==> src/rtl/serial_adder_pkg.sv <==
// Shared FSM encodings and sizing helpers for the digit-serial adder.
package serial_adder_pkg;

  typedef logic [1:0] state_t;

  localparam state_t IDLE = 2'd0;
  localparam state_t RUN  = 2'd1;
  localparam state_t DONE = 2'd2;

  function automatic int num_digits(input int width, input int digit);
    return width / digit;
  endfunction

  // A single-digit configuration still needs a 1-bit counter to stay legal.
  function automatic int cnt_width(input int n);
    return (n > 1) ? $clog2(n) : 1;
  endfunction

endpackage

==> src/rtl/serial_adder_slice.sv <==
// DIGIT-bit combinational ripple adder reused every cycle by serial_adder.
module adder_slice #(
  parameter int DIGIT = 1
) (
  input  logic [DIGIT-1:0] a,
  input  logic [DIGIT-1:0] b,
  input  logic             cin,
  output logic [DIGIT-1:0] s,
  output logic             co,
  output logic             c_msb
);

  logic [DIGIT:0] c_s;

  assign c_s[0] = cin;

  for (genvar i = 0; i < DIGIT; i++) begin : g_bit
    assign s[i]     = a[i] ^ b[i] ^ c_s[i];
    assign c_s[i+1] = (a[i] & b[i]) | (a[i] & c_s[i]) | (b[i] & c_s[i]);
  end

  assign co    = c_s[DIGIT];
  // Carry into the top bit; paired with co it yields signed overflow.
  assign c_msb = c_s[DIGIT-1];

endmodule

==> src/rtl/serial_adder.sv <==
// Digit-serial add/subtract, LSB first, with a start/busy/done handshake.
module serial_adder
  import serial_adder_pkg::*;
#(
  parameter int WIDTH = 8,
  parameter int DIGIT = 1
) (
  input  logic             CLK,
  input  logic             reset,
  input  logic             start,
  input  logic             sub,
  input  logic [WIDTH-1:0] in1,
  input  logic [WIDTH-1:0] in2,
  output logic             busy,
  output logic             done,
  output logic [WIDTH-1:0] sum,
  output logic             cout,
  output logic             overflow
);

  localparam int NUM = num_digits(WIDTH, DIGIT);
  localparam int CW  = cnt_width(NUM);

  state_t           state_r;
  logic [WIDTH-1:0] a_r;
  logic [WIDTH-1:0] b_r;
  logic             carry_r;
  logic [CW-1:0]    cnt_r;

  logic [DIGIT-1:0] slice_s;
  logic             slice_co_s;
  logic             slice_c_msb_s;
  logic [WIDTH-1:0] sum_next_s;
  logic             accept_s;
  logic             last_s;

  adder_slice #(.DIGIT(DIGIT)) u_slice (
    .a     (a_r[DIGIT-1:0]),
    .b     (b_r[DIGIT-1:0]),
    .cin   (carry_r),
    .s     (slice_s),
    .co    (slice_co_s),
    .c_msb (slice_c_msb_s)
  );

  // DONE accepts a new start just like IDLE, so back-to-back runs have no bubble.
  assign accept_s   = start && ((state_r == IDLE) || (state_r == DONE));
  assign last_s     = (cnt_r == CW'(NUM - 1));
  assign sum_next_s = (sum >> DIGIT) | (WIDTH'(slice_s) << (WIDTH - DIGIT));

  // FSM, operand shift registers, result shift register and status flags.
  always_ff @(posedge CLK or posedge reset) begin
    if (reset) begin
      state_r  <= IDLE;
      a_r      <= '0;
      b_r      <= '0;
      carry_r  <= 1'b0;
      cnt_r    <= '0;
      busy     <= 1'b0;
      done     <= 1'b0;
      sum      <= '0;
      cout     <= 1'b0;
      overflow <= 1'b0;
    end else if (accept_s) begin
      state_r <= RUN;
      a_r     <= in1;
      b_r     <= sub ? ~in2 : in2;
      carry_r <= sub;
      cnt_r   <= '0;
      busy    <= 1'b1;
      done    <= 1'b0;
    end else begin
      case (state_r)
        RUN: begin
          a_r     <= a_r >> DIGIT;
          b_r     <= b_r >> DIGIT;
          sum     <= sum_next_s;
          carry_r <= slice_co_s;
          cnt_r   <= cnt_r + CW'(1);
          if (last_s) begin
            state_r  <= DONE;
            busy     <= 1'b0;
            done     <= 1'b1;
            cout     <= slice_co_s;
            overflow <= slice_c_msb_s ^ slice_co_s;
          end else begin
            state_r <= RUN;
          end
        end
        DONE: begin
          state_r <= IDLE;
          done    <= 1'b0;
        end
        default: begin
          state_r <= IDLE;
          busy    <= 1'b0;
          done    <= 1'b0;
        end
      endcase
    end
  end

endmodule

==> config.mk <==
export PLATFORM = sky130hd
export DESIGN_NAME = serial_adder
export DESIGN_NICKNAME = d
export VERILOG_FILES = /design/src/rtl/serial_adder_pkg.sv /design/src/rtl/serial_adder_slice.sv /design/src/rtl/serial_adder.sv
export SDC_FILE = /design/constraint.sdc
export NUM_CORES = 1
export LEC_CHECK = 0
export ABC_AREA = 1
export BUFFER_PORTS_ARGS = -buffer_cell sky130_fd_sc_hd__buf_2
export CELL_PAD_IN_SITES_DETAIL_PLACEMENT = 1
export CELL_PAD_IN_SITES_GLOBAL_PLACEMENT = 1
export CORE_MARGIN = 2
export CORE_UTILIZATION = 25
export DETAILED_ROUTE_END_ITERATION = 10
export PLACE_DENSITY_LB_ADDON = 0.12
export SETUP_SLACK_MARGIN = 0.1
export SYNTH_ARGS = -nofsm -noshare
export SYNTH_HDL_FRONTEND = slang
export SYNTH_SLANG_ARGS = --single-unit
==> constraint.sdc <==
create_clock -name CLK -period 2.55 [get_ports CLK]
set_input_delay 0.1275 -clock CLK [delete_from_list [all_inputs] [get_ports CLK]]
set_output_delay 0.1275 -clock CLK [all_outputs]
set_load 0.05 [all_outputs]
==> metrics.cfg, run 1 <==
[power_and_ir_drop]
power_mw=2.60
vdd_drop_max_mv=0.244
netsw_mw=1.23
proportion_of_power_drawn_by_the_clock_network_pct=16.1
power_density_nw_per_um2=1310
cellInternalPower_mw=1.37
seq_power_share_pct=36.5
power_switching_share_pct=47.4
power.leakage_nw=1.14
p_comb_share_pct=47.3

[sta]
fin_setup_tns_ns=0
final_hold_viol_count=0
worst_slack_ns=1.07
maxSlewHeadroom_pct=66.8
skew_ns=0.00320
final-max-slew-violation-count=0
worst_pin_slew_ns=0.497
finalSetupViolations=0
hold_ws_ns=0.0402
maxClockFrequency_mhz=674
finalCriticalPeriod_ns=1.48
setup_repair_after_global_routing_missed_its_margin=false
fin_crit_sh_pct=58.2

[cts]
cts.sinks=34
ctsHtreeMaxLevel=2
clock_insertion_delay_worst_skew_ns=0.29
clk_transition_reported_paths_ns=0.07
max-clock-path-buffers=2
cts_resized=0
clock_tree_from_tritoncts=done
cts_made_buffers=5
root_buffer=sky130_fd_sc_hd__clkbuf_8

[finish]
layout.filler_cells=815
final_net_count=275
area_growth_pct=17.7
layout_common_cells=sky130_fd_sc_hd__nand2_1, sky130_fd_sc_hd__dfrtp_1, sky130_fd_sc_hd__buf_2, sky130_fd_sc_hd__inv_1, sky130_fd_sc_hd__o21ai_0
post_route_cells_drive_above_1_share_pct=18.2
antennaDiodeCount=0
most_frequent_standard_cell_in_the_layout_excluding_fill_and_tap_cells=sky130_fd_sc_hd__nand2_1

[floorplan]
die_area_sq_um=7420
design.core.area_sq_um=6420
die_h_um=86.1
die_w_um=86.1
start_util_pct=26.3
number_of_rows_created_at_floorplan=29
ios=32

[synth]
synth.largest_area_cell=sky130_fd_sc_hd__dfrtp_1
number_of_distinct_library_cell_variants_in_the_gate_level_netlist_after_synthesis=19
netlist_top_cells_area=sky130_fd_sc_hd__dfrtp_1, sky130_fd_sc_hd__nand2_1, sky130_fd_sc_hd__inv_1, sky130_fd_sc_hd__o21ai_0, sky130_fd_sc_hd__nand3_1
synth_seq_area_share_pct=50.4
syn_avg_cell_area_sq_um=7.70
postSynthNetCount=242
portion_of_synthesized_cell_area_occupied_by_the_leading_cell_type_pct=50.4
syn_area_sq_um=1690
postSynthRegisterBits=34
synth_warnings=0
synth_cells=219

[grt]
grt_util_all_layers_pct=11.4
grt_start_max_net_pins=35
grt_antenna_before_repair=0
grt-ovfl-total=0
first_global_vias=1404
grt_pass1_wl_mm=6.57

[detailed_routing]
viasPerCell=4.23
via_count=1396
drt_iter0_drc=53
drt_drc_violations_left=0
final_wirelength_mm=3.80
route.detailed.wl_per_inst_um=11.5
detailed_routing_iteration_count_for_the_pre_antenna_repair_pass=4
final_antenna_net_count=0

[placement]
numPortBuffers=31
hpwlAfterDp_mm=2.57
place_ws_ns=1.01
routabilityCongestion=0.660

[setup_path]
cp_data_arrival_time_ns=1.66
timing.setup.critical_path_class=reg -> reg
critical_path.max_fanout=22
critical_path.startpoint_type=flip-flop
required_ns=2.73
endpoint_kind=flip-flop

[job]
timing.max_cap.violations=0

[min_path]
timing.hold.worst.class=in -> reg

[status]
outcome=finished clean

sequential cells by signal (all words and copies together), names as in the netlist:
name and count:
done 1, busy 1, carry_r 1, cnt_r 3, overflow 1, cout 1, state_r 2, a_r 8
b_r 8, sum 8
per-stage QoR:
step	cell area, sq um	util (%)	instances
floorplan	1690	-	219
global placement	1880	29.3	321
detailed placement	1880	29.3	321
CTS	1990	30.9	330
global route	1990	30.9	330
finish	1990	30.9	330
synthesized netlist by cell type:
cell and instances:
sky130_fd_sc_hd__xnor2_1 2, sky130_fd_sc_hd__nand2_2 1, sky130_fd_sc_hd__nand3_1 8, sky130_fd_sc_hd__nor2_1 1, sky130_fd_sc_hd__nand2_1 117, sky130_fd_sc_hd__inv_1 28
sky130_fd_sc_hd__o21ai_1 2, sky130_fd_sc_hd__buf_4 3, sky130_fd_sc_hd__buf_2 1, sky130_fd_sc_hd__buf_6 3, sky130_fd_sc_hd__a21oi_1 1, sky130_fd_sc_hd__fa_1 1
sky130_fd_sc_hd__dfrtp_1 34, sky130_fd_sc_hd__ha_1 2, sky130_fd_sc_hd__nand2_4 2, sky130_fd_sc_hd__nor2_4 2, sky130_fd_sc_hd__o21ai_0 9, sky130_fd_sc_hd__inv_6 1
sky130_fd_sc_hd__inv_2 1
timing repair:
| item | 4_1_cts | 5_1_grt |
|---|---|---|
| buffers inserted | 0 | 0 |
| hold endpoints to repair | 34 | 0 |
| hold buffers | 1 | 0 |
kinds of logic after synthesis:
kind of cell | share of synthesized area (%)
AND/OR/NAND/NOR | 31.7
buffers and inverters | 10.6
flip-flops | 50.4
AO/OA/AOI/OAI | 3.56
adder cells (fa/ha/maj) | 2.67
XOR/XNOR | 1.04
worst paths after layout:
kind	start	end	slack [ns]	depth (start not counted)
setup / recovery	state_r[0]	cout	1.07	5
hold / removal	in1[7]	a_r[7]	0.04	3
setup reg to reg	state_r[0]	cout	1.07	5
hold reg to reg	a_r[7]	a_r[7]	0.48	2
max in group asynchronous	reset	sum[7]	1.75	4
min in group asynchronous	reset	a_r[2]	0.47	4
layout make-up:
class	count	area (sq um)	share of cell area (%)
multi-input cells	148	657	33.1
clock inverters	1	5.00	0.252
well taps	77	96.3	4.85
inverters	30	118	5.92
flip-flops and latches	34	851	42.8
clock buffers	7	86.3	4.35
repair buffers	33	173	8.70
critical path, cell delays in order (launching register included):
cell and delay (ns):
sky130_fd_sc_hd__dfrtp_1 0.43, sky130_fd_sc_hd__inv_2 0.10, sky130_fd_sc_hd__nor2_4 0.40, sky130_fd_sc_hd__nand2_1 0.26, sky130_fd_sc_hd__nand2_1 0.12, sky130_fd_sc_hd__o21ai_1 0.06
layer usage:
metal / GRT usage, % / part of all wire, % / vias to the layer above
li1: - / - / 713
met1: 15.2 / 50 / 651
met2: 17.7 / 45 / 27
met3: 3.08 / 4.1 / 5
met4: 4.33 / 1.4 / 0
met5: 0 / 0 / -
power by group through the flow:
stage,combinational [mW],sequential [mW],clock [mW]
CTS,1.27,0.953,0.438
global placement,1.25,0.959,0
global route,1.42,0.986,0.450
finish,1.23,0.948,0.419
detailed placement,1.26,0.962,0
floorplan,0.742,1.23,0
No activity file was read; power rests on OpenSTA's default activity.
==> run 2, diff against run 1 <==
clock period = 1.3 ns   (was 2.55 ns; I/O delays follow)
==> metrics.cfg, run 2 (same netlist as run 1, synthesis figures left out) <==
[cts]
clk_transition_reported_paths_ns=0.07
clock_tree_from_tritoncts=done
cts_made_buffers=5
clock_insertion_delay_worst_skew_ns=0.29
ctsHtreeMaxLevel=2
cts.sinks=34
root_buffer=sky130_fd_sc_hd__clkbuf_8
max-clock-path-buffers=2

[grt]
grt_util_all_layers_pct=12.1
grt_pass1_wl_mm=6.93
grt-ovfl-total=0
grt_antenna_before_repair=0
grt_start_max_net_pins=35
first_global_vias=1478

[sta]
final_hold_viol_count=0
maxClockFrequency_mhz=865
skew_ns=0.00397
final-max-slew-violation-count=0
setup_repair_after_global_routing_missed_its_margin=true
maxSlewHeadroom_pct=70.1
fin_crit_sh_pct=89.0
worst_slack_ns=0.143
worst_pin_slew_ns=0.448
hold_ws_ns=0.0449
fin_setup_tns_ns=0
finalCriticalPeriod_ns=1.16
finalSetupViolations=0

[setup_path]
worstPathCellList=fa_2 -> inv_2 -> nand2_1 -> nand3_1 -> nand2_1
crit_slowest_cell=sky130_fd_sc_hd__dfrtp_1
endpoint_kind=flip-flop
timing.setup.critical_path_class=reg -> reg
cp_data_arrival_time_ns=1.34
cp_top_family=flip-flops
cp_num_buf_inv=1
critical_path_depth=5
regToRegSetupSlack_ns=0.14
path_common_cell=sky130_fd_sc_hd__nand2_1
worst_path_largest_cell_delay_ns=0.41
worstRegToRegCells=5
critical_path.startpoint_type=flip-flop
critical_path.max_fanout=2
required_ns=1.48

[floorplan]
start_util_pct=26.3
number_of_rows_created_at_floorplan=29
design.core.area_sq_um=6420
die_area_sq_um=7420
ios=32
die_w_um=86.1
die_h_um=86.1

[finish]
area_growth_pct=25.7
antennaDiodeCount=0
most_frequent_standard_cell_in_the_layout_excluding_fill_and_tap_cells=sky130_fd_sc_hd__nand2_1
top_regs=a_r: 8 flops, b_r: 8 flops, sum: 8 flops
post_route_cells_drive_above_1_share_pct=22.6
layout.filler_cells=806
final_net_count=283
layout_common_cells=sky130_fd_sc_hd__nand2_1, sky130_fd_sc_hd__dfrtp_1, sky130_fd_sc_hd__buf_2, sky130_fd_sc_hd__inv_1

[power_and_ir_drop]
vdd_drop_max_mv=0.533
power_density_nw_per_um2=2600
power.leakage_nw=1.19

[status]
outcome=finished clean

[detailed_routing]
route.detailed.wl_per_inst_um=11.4
via_count=1427
final_antenna_net_count=0
final_wirelength_mm=3.87
detailed_routing_iteration_count_for_the_pre_antenna_repair_pass=4
drt_iter0_drc=48
drt_drc_violations_left=0
viasPerCell=4.22

[placement]
numPortBuffers=31
place_ws_ns=0.0369
routabilityCongestion=0.663
hpwlAfterDp_mm=2.70

[min_path]
timing.hold.worst.class=in -> reg
hold_path_depth=5

[job]
timing.max_cap.violations=0

-- run 2: area by class of cell --
class	instances	area, sq um	share of cell area [%]
tap	77	96.3	4.55
timing repair buffer	41	260	12.3
clock buffer	8	110	5.19
inverter	30	123	5.79
sequential	34	852	40.2
multi-input combinational	148	678	32.0
-- run 2: path summary, 6_finish.rpt --
path / from / end
worst max-delay path: a_r[0] / carry_r
worst min-delay path: in1[3] / a_r[3]
worst max register to register: a_r[0] / carry_r
worst min register to register: a_r[3] / a_r[3]
max in group asynchronous: reset / state_r[0]
min in group asynchronous: reset / a_r[2]
-- run 2: stage by stage --
stage	total power [mW]	instances	instance area (sq um)	util (%)
2_1_floorplan	3.87	219	1690	-
3_3_place_gp	4.50	325	1940	30.2
3_5_place_dp	4.53	325	1940	30.2
4_1_cts	5.53	336	2080	32.4
5_1_grt	6.06	338	2120	33.0
6_report	5.51	338	2120	33.0
-- run 2: power by group --
group          internal (mW)  leakage, nW  switching [mW]
registers               1.56        0.424           0.305
clock network          0.535       0.0575           0.387
logic                  0.919        0.713            1.80
total                   3.02         1.19            2.49
-- run 2: worst register-to-register path, delay by kind of cell, from the launching register on --
kind | cells | cell delay [ns]
flip-flops | 1 | 0.41
adder cells (fa/ha/maj) | 1 | 0.41
AND/OR/NAND/NOR | 3 | 0.16
buffers and inverters | 1 | 0.07
-- run 2: what timing repair did --
item | CTS | global route
gates cloned | 0 | 0
hold endpoints to repair | 35 | 0
buffers inserted | 1 | 2
resized for setup | 3 | 7
setup endpoints to repair | 3 | 13
pin swaps | 0 | 5
hold buffers | 2 | 0
-- run 2: metal layers --
layer,GRT usage (%),routed length [um],vias to the layer above
li1,-,-,733
met1,15.9,1820,661
met2,18.8,1820,27
met3,3.08,140,6
met4,5.19,82,0
met5,0,0,-
